## src/rtl/unflattening_layer_if.sv

```systemverilog
// Handshake bundle for unflattening_layer: image-vector input side and
// multi-lane pixel output side (valid/ready on both, out_last frame marker).
interface unflattening_layer_if #(
  parameter int BitSize     = 4,
  parameter int ImageSize   = 4,
  parameter int NumOfImages = 4,
  parameter int NumOfInputs = 2
);
  logic                             in_valid;
  logic                             in_ready;
  logic [ImageSize*BitSize-1:0]     in_data;
  logic                             out_ready;
  logic [NumOfImages-1:0]           out_valid;
  logic [NumOfInputs*BitSize-1:0]   out_data;
  logic                             out_last;

  modport slave (
    input  in_valid,
    output in_ready,
    input  in_data,
    input  out_ready,
    output out_valid,
    output out_data,
    output out_last
  );

  modport master (
    output in_valid,
    input  in_ready,
    output in_data,
    output out_ready,
    input  out_valid,
    input  out_data,
    input  out_last
  );
endinterface

```

## src/rtl/unflattening_layer.sv

```systemverilog
// Buffers NumOfImages image vectors, then streams them pixel-by-pixel on
// NumOfInputs lanes. Ports: clk, res (async high), bus (slave modport).
module unflattening_layer #(
  parameter int BitSize        = 4,
  parameter int ImageSize      = 4,
  parameter int NumOfImages    = 4,
  parameter int NumOfInputs    = 2,
  parameter int CyclesPerPixel = 2
) (
  input logic                 clk,
  input logic                 res,
  unflattening_layer_if.slave bus
);

  if (NumOfImages != NumOfInputs * CyclesPerPixel) begin : g_bad_cfg
    $error("NumOfImages must equal NumOfInputs*CyclesPerPixel");
  end

  localparam int VW = ImageSize * BitSize;
  localparam int OW = NumOfInputs * BitSize;
  localparam int KW = NumOfImages > 1 ? $clog2(NumOfImages) : 1;
  localparam int PW = ImageSize > 1 ? $clog2(ImageSize) : 1;
  localparam int CW = CyclesPerPixel > 1 ? $clog2(CyclesPerPixel) : 1;

  localparam logic [KW-1:0] K_LAST = KW'(NumOfImages - 1);
  localparam logic [PW-1:0] P_LAST = PW'(ImageSize - 1);
  localparam logic [CW-1:0] C_LAST = CW'(CyclesPerPixel - 1);

  typedef enum logic {LOAD, STREAM} state_t;

  state_t                 state;
  logic [KW-1:0]          img_cnt;
  logic [PW-1:0]          pix;
  logic [CW-1:0]          sub;
  logic [VW-1:0]          img_buf  [NumOfImages];
  logic [VW-1:0]          img_view [NumOfImages];
  logic [NumOfImages-1:0] valid_q;
  logic [OW-1:0]          data_q;
  logic                   last_q;

  logic                   accept;
  logic                   beat_done;
  logic [PW-1:0]          nxt_pix;
  logic [CW-1:0]          nxt_sub;
  logic [NumOfImages-1:0] nxt_valid;
  logic [OW-1:0]          nxt_data;
  logic                   nxt_last;

  assign bus.in_ready  = (state == LOAD);
  assign bus.out_valid = valid_q;
  assign bus.out_data  = data_q;
  assign bus.out_last  = last_q;

  assign accept    = (state == LOAD) && bus.in_valid;
  assign beat_done = (state == STREAM) && bus.out_ready;

  // The last image is still on in_data when the first beat is built,
  // so bypass it around the buffer.
  always_comb begin
    for (int k = 0; k < NumOfImages; k++) begin
      img_view[k] = img_buf[k];
      if (accept && img_cnt == KW'(k))
        img_view[k] = bus.in_data;
    end
  end

  // Beat to present after the next edge: first beat when leaving LOAD,
  // otherwise the successor of the current (p,c).
  always_comb begin
    nxt_pix = P_LAST;
    nxt_sub = '0;
    if (state == STREAM) begin
      if (sub == C_LAST) begin
        nxt_sub = '0;
        nxt_pix = pix - 1'b1;
      end else begin
        nxt_sub = sub + 1'b1;
        nxt_pix = pix;
      end
    end
    nxt_valid = '0;
    nxt_data  = '0;
    for (int l = 0; l < NumOfInputs; l++) begin
      nxt_valid[int'(nxt_sub) * NumOfInputs + l] = 1'b1;
      nxt_data[l*BitSize +: BitSize] =
        img_view[int'(nxt_sub) * NumOfInputs + l]
                [int'(nxt_pix) * BitSize +: BitSize];
    end
    nxt_last = (nxt_pix == '0) && (nxt_sub == C_LAST);
  end

  always_ff @(posedge clk) begin
    if (accept)
      img_buf[img_cnt] <= bus.in_data;
  end

  always_ff @(posedge clk or posedge res) begin
    if (res) begin
      state   <= LOAD;
      img_cnt <= '0;
      pix     <= '0;
      sub     <= '0;
      valid_q <= '0;
      data_q  <= '0;
      last_q  <= 1'b0;
    end else begin
      unique case (state)
        LOAD: begin
          if (accept) begin
            if (img_cnt == K_LAST) begin
              img_cnt <= '0;
              state   <= STREAM;
              pix     <= nxt_pix;
              sub     <= nxt_sub;
              valid_q <= nxt_valid;
              data_q  <= nxt_data;
              last_q  <= nxt_last;
            end else begin
              img_cnt <= img_cnt + 1'b1;
            end
          end
        end
        STREAM: begin
          if (beat_done) begin
            if (last_q) begin
              state   <= LOAD;
              pix     <= '0;
              sub     <= '0;
              valid_q <= '0;
              data_q  <= '0;
              last_q  <= 1'b0;
            end else begin
              pix     <= nxt_pix;
              sub     <= nxt_sub;
              valid_q <= nxt_valid;
              data_q  <= nxt_data;
              last_q  <= nxt_last;
            end
          end
        end
        default: state <= LOAD;
      endcase
    end
  end

endmodule

```

## src/flat_wrapper.sv

```systemverilog
// flat-port wrapper written by rule: the top's interface ports become plain ports
module unflattening_layer_flat 
#(
  parameter int BitSize        = 4,
  parameter int ImageSize      = 4,
  parameter int NumOfImages    = 4,
  parameter int NumOfInputs    = 2,
  parameter int CyclesPerPixel = 2
)
  (clk, res, bus_in_valid, bus_in_ready, bus_in_data, bus_out_ready, bus_out_valid, bus_out_data, bus_out_last);
  unflattening_layer_if #(.BitSize(BitSize), .ImageSize(ImageSize), .NumOfImages(NumOfImages), .NumOfInputs(NumOfInputs)) bus_i ();
  input logic clk;
  input logic res;
  input wire logic [$bits(bus_i.in_valid)-1:0] bus_in_valid;
  output wire logic [$bits(bus_i.in_ready)-1:0] bus_in_ready;
  input wire logic [$bits(bus_i.in_data)-1:0] bus_in_data;
  input wire logic [$bits(bus_i.out_ready)-1:0] bus_out_ready;
  output wire logic [$bits(bus_i.out_valid)-1:0] bus_out_valid;
  output wire logic [$bits(bus_i.out_data)-1:0] bus_out_data;
  output wire logic [$bits(bus_i.out_last)-1:0] bus_out_last;
  assign bus_i.in_valid = bus_in_valid;
  assign bus_in_ready = bus_i.in_ready;
  assign bus_i.in_data = bus_in_data;
  assign bus_i.out_ready = bus_out_ready;
  assign bus_out_valid = bus_i.out_valid;
  assign bus_out_data = bus_i.out_data;
  assign bus_out_last = bus_i.out_last;
  unflattening_layer #(.BitSize(BitSize), .ImageSize(ImageSize), .NumOfImages(NumOfImages), .NumOfInputs(NumOfInputs), .CyclesPerPixel(CyclesPerPixel)) u_core (.clk(clk), .res(res), .bus(bus_i));
endmodule
```

## config.mk

```make
export PLATFORM = sky130hd
export DESIGN_NAME = unflattening_layer_flat
export DESIGN_NICKNAME = d
export VERILOG_FILES = /design/src/rtl/unflattening_layer_if.sv /design/src/rtl/unflattening_layer.sv /design/src/flat_wrapper.sv
export SDC_FILE = /design/constraint.sdc
export NUM_CORES = 1
export LEC_CHECK = 0
export BUFFER_PORTS_ARGS = -buffer_cell sky130_fd_sc_hd__buf_2
export CELL_PAD_IN_SITES_DETAIL_PLACEMENT = 1
export CELL_PAD_IN_SITES_GLOBAL_PLACEMENT = 1
export CORE_AREA = 2 2 85 87
export CTS_BUF_LIST = sky130_fd_sc_hd__clkbuf_4 sky130_fd_sc_hd__clkbuf_8
export CTS_CLUSTER_SIZE = 10
export DETAILED_ROUTE_END_ITERATION = 10
export DIE_AREA = 0 0 87 89
export HOLD_SLACK_MARGIN = 0.03
export PLACE_DENSITY_LB_ADDON = 0.1
export SLEW_MARGIN = 15
export SYNTH_ARGS = -nofsm -noshare
export SYNTH_HDL_FRONTEND = slang
export SYNTH_SLANG_ARGS = --single-unit
```

## constraint.sdc

```tcl
create_clock -name clk -period 2.48 [get_ports clk]
set_clock_uncertainty 0.15 [all_clocks]
set_input_delay 0.124 -clock clk [delete_from_list [all_inputs] [get_ports clk]]
set_output_delay 0.124 -clock clk [all_outputs]
set_load 0.01 [all_outputs]
```

# Yosys cells after proc, flatten, opt, wreduce, memory -nomap -nowiden
# Memory sizes are Yosys's and may differ from the RTL's.
# Cells that the tools add are included.
[totals] register_bits=19 latchBits=0 ramBits=64 romBits=0 wordCells=94 n_memories=1
[mem_list] memory="u_core.img_buf" words=4 width=16 rd=4 rd_ports_with_merged_regs=0 wr=1 line_no="unflattening_layer.sv:35" rtl="logic [VW-1:0] img_buf [NumOfImages];"
[op_classes] addsub=4 multipliers=0 div_mod_pow=0 magnitude_cmp=6 eq_ne=6 shift=2 muxes=51 bitwise_logic=4 n_reduce_logical=13
[ops] cell="16-bit two-way mux" count=8
[ops] cell="16-bit binary-select mux with 2-bit select" count=2
[ops] cell="32-bit by 3-bit greater-or-equal comparator with 1-bit output, second input constant" count=2
[ops] cell="32-bit by 1-bit greater-or-equal comparator with 1-bit output, second input constant" count=1
[ops] cell="32-bit by 4-bit < comparator with 1-bit output, second input constant" count=1
[ops] cell="8-bit two-way mux" count=4
[ops] cell="2-bit inverter with 32-bit output" count=1
[ops] cell="32-bit inverter" count=1
[ops] cell="16-bit by 5-bit variable part select with 4-bit output" count=2
[ops] cell="1-bit two-way mux" count=18
[ops] cell="4-bit two-way mux" count=4
[ops] cell="8-bit one-hot mux with 2 select lines" count=1
[ops] cell="2-bit two-way mux" count=7
[ops] cell="1-bit logical AND" count=9
[ops] cell="4-bit one-hot mux with 2 select lines" count=1
[ops] cell="1-bit one-hot mux with 2 select lines" count=3
[ops] cell="2-bit == test, second input constant" count=2
[ops] cell="2-bit logical NOT" count=2
[ops] cell="2-bit by 1-bit inequality test with 1-bit output, second input constant" count=2
[ops] cell="3-bit by 4-bit OR with 4-bit output" count=1
[ops] cell="2-bit one-hot mux with 2 select lines" count=1
[ops] cell="2-bit by 1-bit adder with 3-bit output, second input constant" count=1
[ops] cell="2-bit by 3-bit < comparator with 1-bit output, second input constant" count=1
[ops] cell="3-bit AND reduction" count=1
[ops] cell="other kinds (10)" count=10

# Longest topological paths before layout
[depth] word_depth=12 depth_mapped=8

# Worst setup path after synthesis
# Ideal clock, no wire load.
[synth_path] path_type="reg-to-reg" from="register u_core.state" to="register u_core.data_q[0] (netlist: u_core.bus.out_data[0])" arrival_ps=1803 required_ps=2200 path_slack_ps=397 stages_incl_launch_ff=9 n_path_buf=2 synth_period_minus_slack_ps=2083 cell_sequence="dfrtp_1 buf_2 and2b_1 nand2_1 inv_1 a21oi_1 clkbuf_1 a32oi_1 o21ai_0"
[synth_via] elab_chain_len=11 elab_cells_between_ends=27 cone_classes="eq/ne: 3; shift: 1; mux: 14; bitwise: 2; reduce/logical: 7"
[synth_lines] item="start, declared" line_no="unflattening_layer.sv:31" rtl="state_t state;"
[synth_lines] item="start signal, assigned" line_no="unflattening_layer.sv:99" rtl="state <= LOAD;"
[synth_lines] item="start signal, assigned" line_no="unflattening_layer.sv:112" rtl="state <= STREAM;"
[synth_lines] item="start signal, assigned" line_no="unflattening_layer.sv:126" rtl="state <= LOAD;"
[synth_lines] item="1-bit inverter" line_no="unflattening_layer.sv:54, unflattening_layer.sv:107"
[synth_lines] item="1-bit logical AND" line_no="unflattening_layer.sv:54" rtl="assign accept = (state == LOAD) && bus.in_valid;"
[synth_lines] item="1-bit logical AND" line_no="unflattening_layer.sv:62" rtl="if (accept && img_cnt == KW'(k))"
[synth_lines] item="16-bit two-way mux" line_no="unflattening_layer.sv:62"
[synth_lines] item="16-bit binary-select mux with 2-bit select" line_no="unflattening_layer.sv:86" rtl="img_view[int'(nxt_sub) * NumOfInputs + l]"
[synth_lines] item="16-bit two-way mux (not written as such) (2 in series)" line_no="unflattening_layer.sv:86"
[synth_lines] item="16-bit by 5-bit variable part select with 4-bit output" line_no="unflattening_layer.sv:86"
[synth_lines] item="8-bit two-way mux (on tied branches)" line_no="unflattening_layer.sv:125, unflattening_layer.sv:110"
[synth_lines] item="8-bit two-way mux (on tied branches)" line_no="unflattening_layer.sv:124, unflattening_layer.sv:109"
[synth_lines] item="8-bit one-hot mux with 2 select lines" line_no="unflattening_layer.sv:107" rtl="unique case (state)"
[synth_lines] item="end signal, assigned" line_no="unflattening_layer.sv:116" rtl="data_q <= nxt_data;"
[synth_lines] item="end signal, assigned" line_no="unflattening_layer.sv:136" rtl="data_q <= nxt_data;"
[synth_lines] item="end, declared" line_no="unflattening_layer.sv:38" rtl="logic [OW-1:0] data_q;"
# Several ways; a longest one is shown, not always the timed one. The select of a mux whose other input is x is not followed.
# A chain may end at the register's enable or synchronous reset.

# Worst setup path after layout
[layout_path] from="register u_core.pix[0]" to="register u_core.data_q[4] (netlist: u_core.bus.out_data[4])"
[layout_via] elab_chain_len=7 elab_cells_between_ends=9 cone_classes="add/sub: 1; shift: 1; mux: 7"
[layout_lines] item="start, declared" line_no="unflattening_layer.sv:33" rtl="logic [PW-1:0] pix;"
[layout_lines] item="start signal, assigned" line_no="unflattening_layer.sv:113" rtl="pix <= nxt_pix;"
[layout_lines] item="start signal, assigned" line_no="unflattening_layer.sv:133" rtl="pix <= nxt_pix;"
[layout_lines] item="2-bit by 1-bit subtractor with 2-bit output" line_no="unflattening_layer.sv:75" rtl="nxt_pix = pix - 1'b1;"
[layout_lines] item="2-bit two-way mux (*)" line_no="unflattening_layer.sv:73" rtl="if (sub == C_LAST) begin"
[layout_lines] item="2-bit two-way mux (*)" line_no="unflattening_layer.sv:72" rtl="if (state == STREAM) begin"
[layout_lines] item="16-bit by 5-bit variable part select with 4-bit output (*)" line_no="unflattening_layer.sv:86"
[layout_lines] item="8-bit two-way mux (on tied branches)" line_no="unflattening_layer.sv:125, unflattening_layer.sv:110"
[layout_lines] item="8-bit two-way mux (on tied branches)" line_no="unflattening_layer.sv:124, unflattening_layer.sv:109"
[layout_lines] item="8-bit one-hot mux with 2 select lines (*)" line_no="unflattening_layer.sv:107"
# Mark *: on every way between the ends. The rest lies on a longest branch, timed or not. The select of a mux whose other input is x is not followed.

==> summary.log <==
INFO  status         run_status=complete, no violations
INFO  final_layout   finish.instance_area=0.00405mm²
INFO  place          globalplace.congestion=0.766
INFO  worst_setup_path worstPathBufferInverterCount=0
INFO  timing         finalCriticalPeriod=2150ps
INFO  timing         report.final.hold_viol_count=0
INFO  grt            global_route_wire_length_before_repair=12.9mm
INFO  logic_synthesis yosys.area.top_type_share=57.0%
INFO  final_layout   drive_gt1_share=24.1%
INFO  final_layout   layout.nets=310
INFO  clock_network  worstSkewPairLatency=360ps
INFO  worst_setup_path worstPathMaxFanout=6
INFO  clock_network  htree_num_levels=3
INFO  logic_synthesis post_synth_num_cell_types=41
INFO  drt            vias_after_detailed_routing=2139
INFO  final_layout   multi_input_comb_area=945µm²
INFO  worst_setup_path cp_cell_sequence=nor2b_1 > or3_1 > mux4_2 > nor2_1 > o21ai_1
INFO  clock_network  postCtsSetupBuffers=0
INFO  clock_network  cts_tree=done
INFO  final_layout   sequential_cell_area=0.00232mm²
INFO  place          place_area=0.00365mm²
INFO  place          placement.io_buffers=33
INFO  timing         timing.final.max_slew_violations=0
INFO  logic_synthesis synth-seq-area-share=68.9%
INFO  timing         timing.final.setup_violations=0
INFO  logic_synthesis ys_dominant_reg_cell=sky130_fd_sc_hd__edfxtp_1
INFO  floorplanning  core_area=0.00672mm²
INFO  floorplanning  fp.dieH=89µm
INFO  hold_path      holdCritPathClass=in2reg
INFO  grt            largest_net_degree_at_the_start_of_global_routing=19
INFO  grt            global_route.usage.total=23.6%
INFO  clock_network  clock_root_buffer=sky130_fd_sc_hd__clkbuf_8
INFO  power_and_ir_drop vdd_drop_max=0.587mV
INFO  final_layout   insertedDiodeCount=0
INFO  drt            routed_wirelength=8.25mm
INFO  grt            grt_antenna_before_repair=0
INFO  timing         timing_worst_slew_pin_value=708ps
INFO  floorplanning  fp.dieArea=0.00774mm²
INFO  logic_synthesis synth_area_leaders=sky130_fd_sc_hd__edfxtp_1, sky130_fd_sc_hd__dfrtp_1, sky130_fd_sc_hd__mux4_2
INFO  logic_synthesis mean_cell_area_of_the_mapped_netlist=14.7µm²
INFO  worst_setup_path critical_path_arrival=2240ps
INFO  clock_network  cts-resized-gates=0
INFO  drt            first_iter_violations=141
INFO  worst_setup_path max_stage_delay=540ps
INFO  timing         clock.fmax=0.466GHz
INFO  worst_setup_path timing.critical_path.slowest_stage_cell=sky130_fd_sc_hd__mux4_2
INFO  clock_network  cts_inserted_buffers=9
INFO  logic_synthesis seq_cells_post_synth=80
INFO  floorplanning  std_cell_rows=30
INFO  clock_network  cts.clk_slew.worst_paths=80ps
INFO  drt            drc=0
INFO  logic_synthesis synth-edff-count=64
INFO  floorplanning  initial_core_util=50.2%
INFO  timing         layout_setup_ws=333ps
INFO  drt            firstDrtPassIters=4
INFO  logic_synthesis mappedNetlistArea=0.00337mm²
INFO  run            cap_viol_max_count=0
INFO  timing         slew_headroom=52.7%
INFO  worst_setup_path crit_path_start_kind=flip-flop
INFO  drt            drt.antenna.violating_nets=0
INFO  logic_synthesis postSynthCellCount=229
INFO  worst_setup_path crit_required=2570ps
INFO  floorplanning  die-width=87µm
INFO  worst_setup_path worst_path_dominant_cell_family=simple AND/OR/NAND/NOR gates
INFO  clock_network  clock-sinks=80
INFO  timing         timing.final.crit_share=86.6%
INFO  worst_setup_path criticalPathCategory=reg2reg
INFO  floorplanning  num_io_pins=34
INFO  power_and_ir_drop power_per_cell_area=1170mW/mm²
INFO  timing         setup_total_negative_slack=0ps
INFO  grt            gr-total-overflow=0
INFO  final_layout   layout.filler_cells=649
INFO  clock_network  max-clock-path-buffers=2
INFO  worst_setup_path cp-end-kind=flip-flop
INFO  place          detailedPlacementHpwl=5.59mm
INFO  logic_synthesis synth.largest_area_cell=sky130_fd_sc_hd__edfxtp_1
INFO  power_and_ir_drop leakage=0.00155µW
INFO  logic_synthesis synth_async_sr_flop_share=20.0%
INFO  logic_synthesis synth_nets=253
INFO  place          dp_worst_setup_slack=330ps
INFO  drt            avgViaCountPerCell=5.77
INFO  logic_synthesis synth-warning-count=0
INFO  drt            wire_length_per_cell=22.2µm
INFO  timing         rsz0062_at_grt=no
INFO  grt            number_of_global_route_vias_before_repair=2274
INFO  final_layout   syn_to_final_growth=20.1%
==> layout by cell type (no fill, tap or decap), drive strengths merged, types with 3 or more instances in the layout <==
cell type,n
and2,5
nand2,23
o221ai,4
inv,7
nand3,6
and3,3
o21ai,14
a32o,3
dlygate4sd3,18
ha,4
a21boi,6
edfxtp,64
dfrtp,16
a211oi,3
nor3,3
a21oi,13
nor2b,5
clkbuf,12
mux4,10
buf,43
nor2,6
==> power by group <==
| group | internal, µW | switching [µW] | leakage, µW | total, µW |
|---|---|---|---|---|
| Clock | 614 | 459 | 0.000117 | 1070 |
| Combinational | 699 | 1020 | 0.000651 | 1720 |
| Sequential | 1750 | 184 | 0.000777 | 1930 |
| Total | 3060 | 1660 | 0.00155 | 4720 |
==> stage by stage <==
stage                     hold slack [ps]  utilization (%)  power, µW  cells
after detailed placement              125             54.3       3650    337
after floorplan                      -112                -       3060    229
after CTS                             211             60.3       4750    371
after global routing                  262             60.3       4980    371
final                                 223             60.3       4720    371
after global placement                117             54.3       3610    337
==> logic make-up (layout without fill, tap and decap cells) <==
family / after synthesis / in the layout / synth area share [%]
AO/OA/AOI/OAI: 54 / 54 / 10.5
multiplexers: 12 / 12 / 7.50
flip-flops: 80 / 80 / 68.9
XOR/XNOR: 1 / 1 / 0.260
buffers and inverters: 22 / 84 / 3.12
AND/OR/NAND/NOR: 56 / 56 / 8.27
adder cells (fa/ha/maj): 4 / 4 / 1.48
==> flip-flops by register name, summed over array words and instances, names as in the netlist <==
| signal | flops |
|---|---|
| u_core.bus.out_valid | 2 |
| u_core.bus.out_data | 8 |
| u_core.state | 1 |
| u_core.img_cnt | 2 |
| u_core.pix | 2 |
| u_core.img_buf | 64 |
| u_core.bus.out_last | 1 |
==> cell usage after synthesis (all sizes together) (3+ instances only) <==
cell	n
ha	4
clkbuf	7
nor3	3
a21oi	13
nand2	23
a211oi	3
nor2b	5
buf	8
o21ai	14
and2	5
nor2	6
nand3	6
and3	3
inv	7
a21boi	6
dfrtp	16
a32o	3
edfxtp	64
mux4	10
o221ai	4
==> final cells by class <==
| class | instances | area share [%] |
|---|---|---|
| clock buffers | 12 | 3.77 |
| multi-input cells | 127 | 23.3 |
| repair buffers | 61 | 10.7 |
| inverters | 7 | 0.649 |
| well taps | 80 | 2.47 |
| flip-flops and latches | 80 | 57.4 |
| clock inverters | 4 | 1.73 |
==> repair_timing <==
action | 4_1_cts | 5_1_grt
hold buffers | 18 | 0
endpoints found under the hold margin | 82 | 0
endpoints found under the setup margin | 0 | 0
==> per-layer routing <==
metal,track usage [%],up-vias,part of all wire [%]
li1,-,990,-
met3,4.62,13,3.8
met2,38.2,51,49
met1,31.9,1085,45
met4,8.81,0,2.1
met5,0,-,0
==> path summary, 6_finish.rpt <==
path | startpoint | end | slack [ps] | cells after the start
min in group asynchronous | res | u_core.img_cnt[0] | 260 | 3
setup reg to reg | u_core.pix[0] | u_core.bus.out_data[4] | 330 | 5
max in group asynchronous | res | u_core.bus.out_data[5] | 1450 | 3
setup / recovery | u_core.pix[0] | u_core.bus.out_data[4] | 330 | 5
hold / removal | bus_in_valid | u_core.img_cnt[1] | 220 | 3
hold reg to reg | u_core.bus.out_data[5] | u_core.bus.out_data[5] | 340 | 2
==> worst min-delay path, stage by stage <==
cell and delay [ps]:
sky130_fd_sc_hd__buf_2 170, sky130_fd_sc_hd__and2b_1 280, sky130_fd_sc_hd__o21ai_0 110
Note: power is estimated with default switching activity, not from simulation.
